### src/rtl/octave_decimator.sv
// Halves a pixel stream in both dimensions (drop or 2x2 rounded average); forwards every second blanking sample.
// Latency: 1 cycle from qualifying input sample to validout.
// Backpressure: none; accepts one sample per cycle, validin low freezes all state.
//
// Ports:
//   clock, reset            sole clock (posedge), synchronous active-high reset
//   din, validin, blanking_in   input pixel stream at WIDTH columns (WIDTH must be even)
//   dout, validout, blanking_out decimated stream at WIDTH/2 columns, half the rows
//   sync_error              sticky flag: blanking sample arrived mid-line
module octave_decimator #(
  parameter int WIDTH   = 420,
  parameter int AVERAGE = 0
) (
  input  logic       clock,
  input  logic       reset,
  input  logic [7:0] din,
  input  logic       validin,
  input  logic       blanking_in,
  output logic [7:0] dout,
  output logic       validout,
  output logic       blanking_out,
  output logic       sync_error
);

  localparam int CW = ($clog2(WIDTH) < 2) ? 2 : $clog2(WIDTH);
  localparam int AW = CW - 1;
  localparam int HW = WIDTH / 2;
  localparam bit AVG = (AVERAGE != 0);
  localparam logic [CW-1:0] COL_LAST = CW'(WIDTH - 1);
  localparam logic [CW-1:0] COL_ONE  = CW'(1);

  logic [CW-1:0] col_q, col_d;
  logic          row_q, row_d;          // row parity, 0 = even
  logic          blank_phase_q, blank_phase_d;
  logic [7:0]    pair_q, pair_d;
  logic [7:0]    dout_q, dout_d;
  logic          validout_q, validout_d;
  logic          blanking_out_q, blanking_out_d;
  logic          sync_error_q, sync_error_d;

  // Horizontal pair sums of the last even row; always written before read.
  logic [8:0]    line_buf [HW];
  logic [AW-1:0] buf_addr;
  logic          buf_we;
  logic [8:0]    hsum;
  logic [9:0]    total;
  logic [7:0]    avg_pix;

  logic pix_smp;
  logic blk_smp;

  assign pix_smp  = validin & ~blanking_in;
  assign blk_smp  = validin & blanking_in;
  assign buf_addr = col_q[CW-1:1];
  assign hsum     = {1'b0, pair_q} + {1'b0, din};
  // Asynchronous buffer read so the upper pair is ready alongside the second pixel.
  assign total    = {1'b0, line_buf[buf_addr]} + {2'b00, pair_q} + {2'b00, din};
  assign avg_pix  = 8'((total + 10'd2) >> 2);

  always_comb begin
    col_d          = col_q;
    row_d          = row_q;
    blank_phase_d  = blank_phase_q;
    pair_d         = pair_q;
    dout_d         = dout_q;
    validout_d     = 1'b0;
    blanking_out_d = blanking_out_q;
    sync_error_d   = sync_error_q;
    buf_we         = 1'b0;

    if (blk_smp) begin
      // Frame boundary: realign to row 0, col 0.
      col_d         = '0;
      row_d         = 1'b0;
      blank_phase_d = ~blank_phase_q;
      if (col_q != '0) begin
        sync_error_d = 1'b1;
      end
      if (!blank_phase_q) begin
        validout_d     = 1'b1;
        blanking_out_d = 1'b1;
        dout_d         = 8'd0;
      end
    end else if (pix_smp) begin
      if (col_q == COL_LAST) begin
        col_d = '0;
        row_d = ~row_q;
      end else begin
        col_d = col_q + COL_ONE;
      end

      if (!AVG) begin
        if (!row_q && !col_q[0]) begin
          validout_d     = 1'b1;
          blanking_out_d = 1'b0;
          dout_d         = din;
        end
      end else if (!col_q[0]) begin
        pair_d = din;
      end else if (!row_q) begin
        buf_we = 1'b1;
      end else begin
        validout_d     = 1'b1;
        blanking_out_d = 1'b0;
        dout_d         = avg_pix;
      end
    end
  end

  always_ff @(posedge clock) begin
    if (reset) begin
      col_q          <= '0;
      row_q          <= 1'b0;
      blank_phase_q  <= 1'b0;
      pair_q         <= 8'd0;
      dout_q         <= 8'd0;
      validout_q     <= 1'b0;
      blanking_out_q <= 1'b1;
      sync_error_q   <= 1'b0;
    end else begin
      col_q          <= col_d;
      row_q          <= row_d;
      blank_phase_q  <= blank_phase_d;
      pair_q         <= pair_d;
      dout_q         <= dout_d;
      validout_q     <= validout_d;
      blanking_out_q <= blanking_out_d;
      sync_error_q   <= sync_error_d;
    end
  end

  always_ff @(posedge clock) begin
    if (buf_we && !reset) begin
      line_buf[buf_addr] <= hsum;
    end
  end

  assign dout         = dout_q;
  assign validout     = validout_q;
  assign blanking_out = blanking_out_q;
  assign sync_error   = sync_error_q;

endmodule

### config.mk
export PLATFORM = sky130hd
export DESIGN_NAME = octave_decimator
export DESIGN_NICKNAME = d
export VERILOG_FILES = /design/src/rtl/octave_decimator.sv
export SDC_FILE = /design/constraint.sdc
export NUM_CORES = 1
export LEC_CHECK = 0
export CAP_MARGIN = 40
export CELL_PAD_IN_SITES_DETAIL_PLACEMENT = 1
export CELL_PAD_IN_SITES_GLOBAL_PLACEMENT = 1
export CORE_MARGIN = 5
export CORE_UTILIZATION = 36
export DETAILED_ROUTE_END_ITERATION = 7
export HOLD_SLACK_MARGIN = 0.08
export PLACE_DENSITY_LB_ADDON = 0.25
export REMOVE_ABC_BUFFERS = 1
export SYNTH_ARGS = -nofsm -noshare
export SYNTH_HDL_FRONTEND = slang
export SYNTH_SLANG_ARGS = --single-unit
### constraint.sdc
create_clock -name clock -period 2.21 [get_ports clock]
set_input_delay 0.442 -clock clock [delete_from_list [all_inputs] [get_ports clock]]
set_output_delay 0.442 -clock clock [all_outputs]
set_load 0.1 [all_outputs]
==> flow_summary_export.csv <==
group,metric,value,unit
global_route,grt_pass1_wl,4510,µm
global_route,grt_antenna_before_repair,0,
global_route,grt_overflow_total,0,
cts,cts_tree,"yes",
setup_path,crit_path_end_kind,"flip-flop",
global_route,grtUsageTotal,13.9,%
job,cap_violations,0,
final_layout,layout-drive-gt1-share,20.9,%
timing,max_slew_margin,69.6,%
setup_path,worst-r2r-cell-count,3,
timing,setup_ws,0.424,ns
timing,setup_viol,0,
setup_path,reg2reg_from,"col_q[2]$_SDFFE_PP0P_",
die,num_rows,19,
placement,gp_congestion,0.730,
routing,vias_per_cell,5.72,
setup_path,cp_max_fo,10,
pwr,power-per-cell-area,692,nW/µm²
cts,htreeDepth,1,
die,die_area,3980,µm²
setup_path,r2r_end,"col_q[6]$_SDFFE_PP0P_",
setup_path,start_kind,"primary input",
placement,dp_slack,0.0693,ns
synth,synth-seq-area-share,43.4,%
synth,ys_seq_elements,22,
worst_hold_path,holdPathStages,2,
final_layout,final_common_cell,"dfxtp_1",
timing,tns,0,ns
pwr,finalPower,0.918,mW
die,initial_core_util,37.1,%
routing,wl_per_cell,16.0,µm
pwr,switchingPower,0.266,mW
pwr,cellLeakagePower,0.513,nW
routing,firstDrtPassIters,4,
cts,cts_max_path_buffers,2,
pwr,clockPowerShare,34.8,%
die,core_area,2730,µm²
final_layout,finalNonFillerCells,170,
placement,dp_hpwl,2030,µm
timing,finalCriticalPeriod,1.79,ns
synth,syn_inst,112,
synth,syn_avg_cell_area,9.06,µm²
final_layout,syn_to_final_growth,30.7,%
pwr,switching_share,29.0,%
final_layout,layout_common_cells,"22 x dfxtp_1, 19 x buf_4, 13 x nand2_1",
pwr,pwr-share-comb,19.5,%
cts,clock_sink_count,22,
routing,drt_first_iter_violations,45,
cts,cts_root_buf,"clkbuf_4",
timing,fmaxAchievable,0.560,GHz
synth,synth_cell_types,29,
routing,ant_nets,0,
setup_path,crit_end,"dout[7]$_SDFFE_PP0P_",
cts,cts_hold_buf,0,
pwr,power.internal,0.652,mW
final_layout,nets,154,
routing,finalWirelength,2720,µm
final_layout,fill_cells,318,
placement,post-place-cells,166,
timing,hold_violations,0,
final_layout,final_area,1330,µm²
setup_path,r2r_setup_slack,0.51,ns
worst_hold_path,hp-class,"flip-flop to flip-flop",
synth,synth_top_cell_by_area,"dfxtp_1",
setup_path,critPathRequiredTime,2.43,ns
status,status,"complete, no violations",
placement,place_area,1270,µm²
cts,clock_latency,0.32,ns
timing,rsz0062_at_grt,"no",
routing,vias,973,
timing,slew_viol_final,0,
placement,portBuffers,22,
global_route,grt_pass1_vias,987,
timing,fin_worst_skew,0.00153,ns
timing,worst_pin_slew,0.455,ns
die,die_w,63.1,µm
global_route,grt_max_degree,23,
cts,numCtsBuffers,3,
setup_path,cp.arrival,2.00,ns
die,pin_count,23,
setup_path,setup.worst_path.start,"blanking_in",
routing,drc,0,
pwr,ir_worst_vdd,0.389,mV
synth,synth.top_cell.area_share,43.4,%
timing,post-route-period-util,80.8,%
cts,post_cts_buffers,0,
die,die_y,63.1,µm
synth,synth_warnings,0,
final_layout,num_antenna_cells,0,
synth,yosys-top-cells-area,"dfxtp_1 43%, a21oi_1 5.4%, a221oi_1 5.2%",
synth,syn-cell-area,1010,µm²
setup_path,crit_type,"primary input to flip-flop",
pwr,p_seq_share,45.7,%
cts,cts-resized-gates,0,
cts,clkTransAtPathRegs,0.13,ns
## stage by stage
stage	hold slack (ns)	util, %
6_report	0.467	48.5
3_3_place_gp	0.444	46.6
3_5_place_dp	0.456	46.6
4_1_cts	0.474	48.5
5_1_grt	0.495	48.5
2_1_floorplan	0.425	-
## registers in the layout, summed over array words and instances, names as in the netlist
signal         flops
blank_phase_q      1
blanking_out       1
col_q              9
dout               8
row_q              1
sync_error         1
validout           1
## area by class of cell
type                    count  area (µm²)  share of cell area [%]
multi-input cells          79         527                    39.7
flip-flops and latches     22         440                    33.2
repair buffers             30         253                    19.1
well taps                  31        38.8                    2.92
clock inverters             1        30.0                    2.26
clock buffers               3        22.5                    1.70
inverters                   4        15.0                    1.13
## critical path, stage by stage
cell             delay, ns
clkdlybuf4s50_1       0.51
or4b_2                0.81
nand3_1               0.14
a21oi_1               0.09
## layer usage
| layer | track usage [%] | up-vias | share of wire (%) |
|---|---|---|---|
| li1 | - | 472 | - |
| met1 | 17.7 | 477 | 45 |
| met2 | 22.6 | 20 | 48 |
| met3 | 3.55 | 4 | 5.0 |
| met4 | 4.77 | 0 | 1.2 |
| met5 | 0 | - | 0 |
## cell usage after synthesis
cell / instances
a211oi_1: 3
a21oi_1: 11
a221oi_1: 6
a31oi_1: 1
and2b_1: 1
buf_2: 2
buf_4: 1
clkbuf_1: 4
dfxtp_1: 22
ha_1: 2
inv_1: 4
nand2_1: 13
nand2b_1: 2
nand3_1: 10
nand3b_1: 4
nand4_1: 2
nand4b_4: 1
nor4b_2: 1
o21ai_0: 4
o21bai_1: 1
o21bai_2: 1
o22ai_1: 1
o31ai_1: 3
or3_1: 3
or4_1: 4
or4_4: 1
or4b_2: 2
xnor2_1: 1
xor2_1: 1
## logic make-up after synthesis
logic type	count (synthesis)	share of synthesized area, %
buf+inv	11	4.69
compound gates	31	20.1
simple gates	44	27.6
flops	22	43.4
fa+ha+maj	2	2.47
xor+xnor	2	1.73
## power by group through the flow
stage	logic, mW	registers, mW	clock network, mW
floorplan	0.0382	0.498	0
global placement	0.176	0.428	0
detailed placement	0.180	0.428	0
CTS	0.180	0.419	0.325
global route	0.190	0.421	0.344
finish	0.179	0.419	0.320
## worst min path at each step
stage / startpoint / end / slack (ns)
2_1_floorplan: blank_phase_q$_SDFFE_PP0N_ / blank_phase_q$_SDFFE_PP0N_ / 0.43
3_3_place_gp: sync_error$_SDFFE_PP0P_ / sync_error$_SDFFE_PP0P_ / 0.44
3_5_place_dp: blank_phase_q$_SDFFE_PP0N_ / blank_phase_q$_SDFFE_PP0N_ / 0.46
4_1_cts: blank_phase_q$_SDFFE_PP0N_ / blank_phase_q$_SDFFE_PP0N_ / 0.47
5_1_grt: blank_phase_q$_SDFFE_PP0N_ / blank_phase_q$_SDFFE_PP0N_ / 0.49
6_report: sync_error$_SDFFE_PP0P_ / sync_error$_SDFFE_PP0P_ / 0.47
No activity file was read; power rests on OpenSTA's default activity.
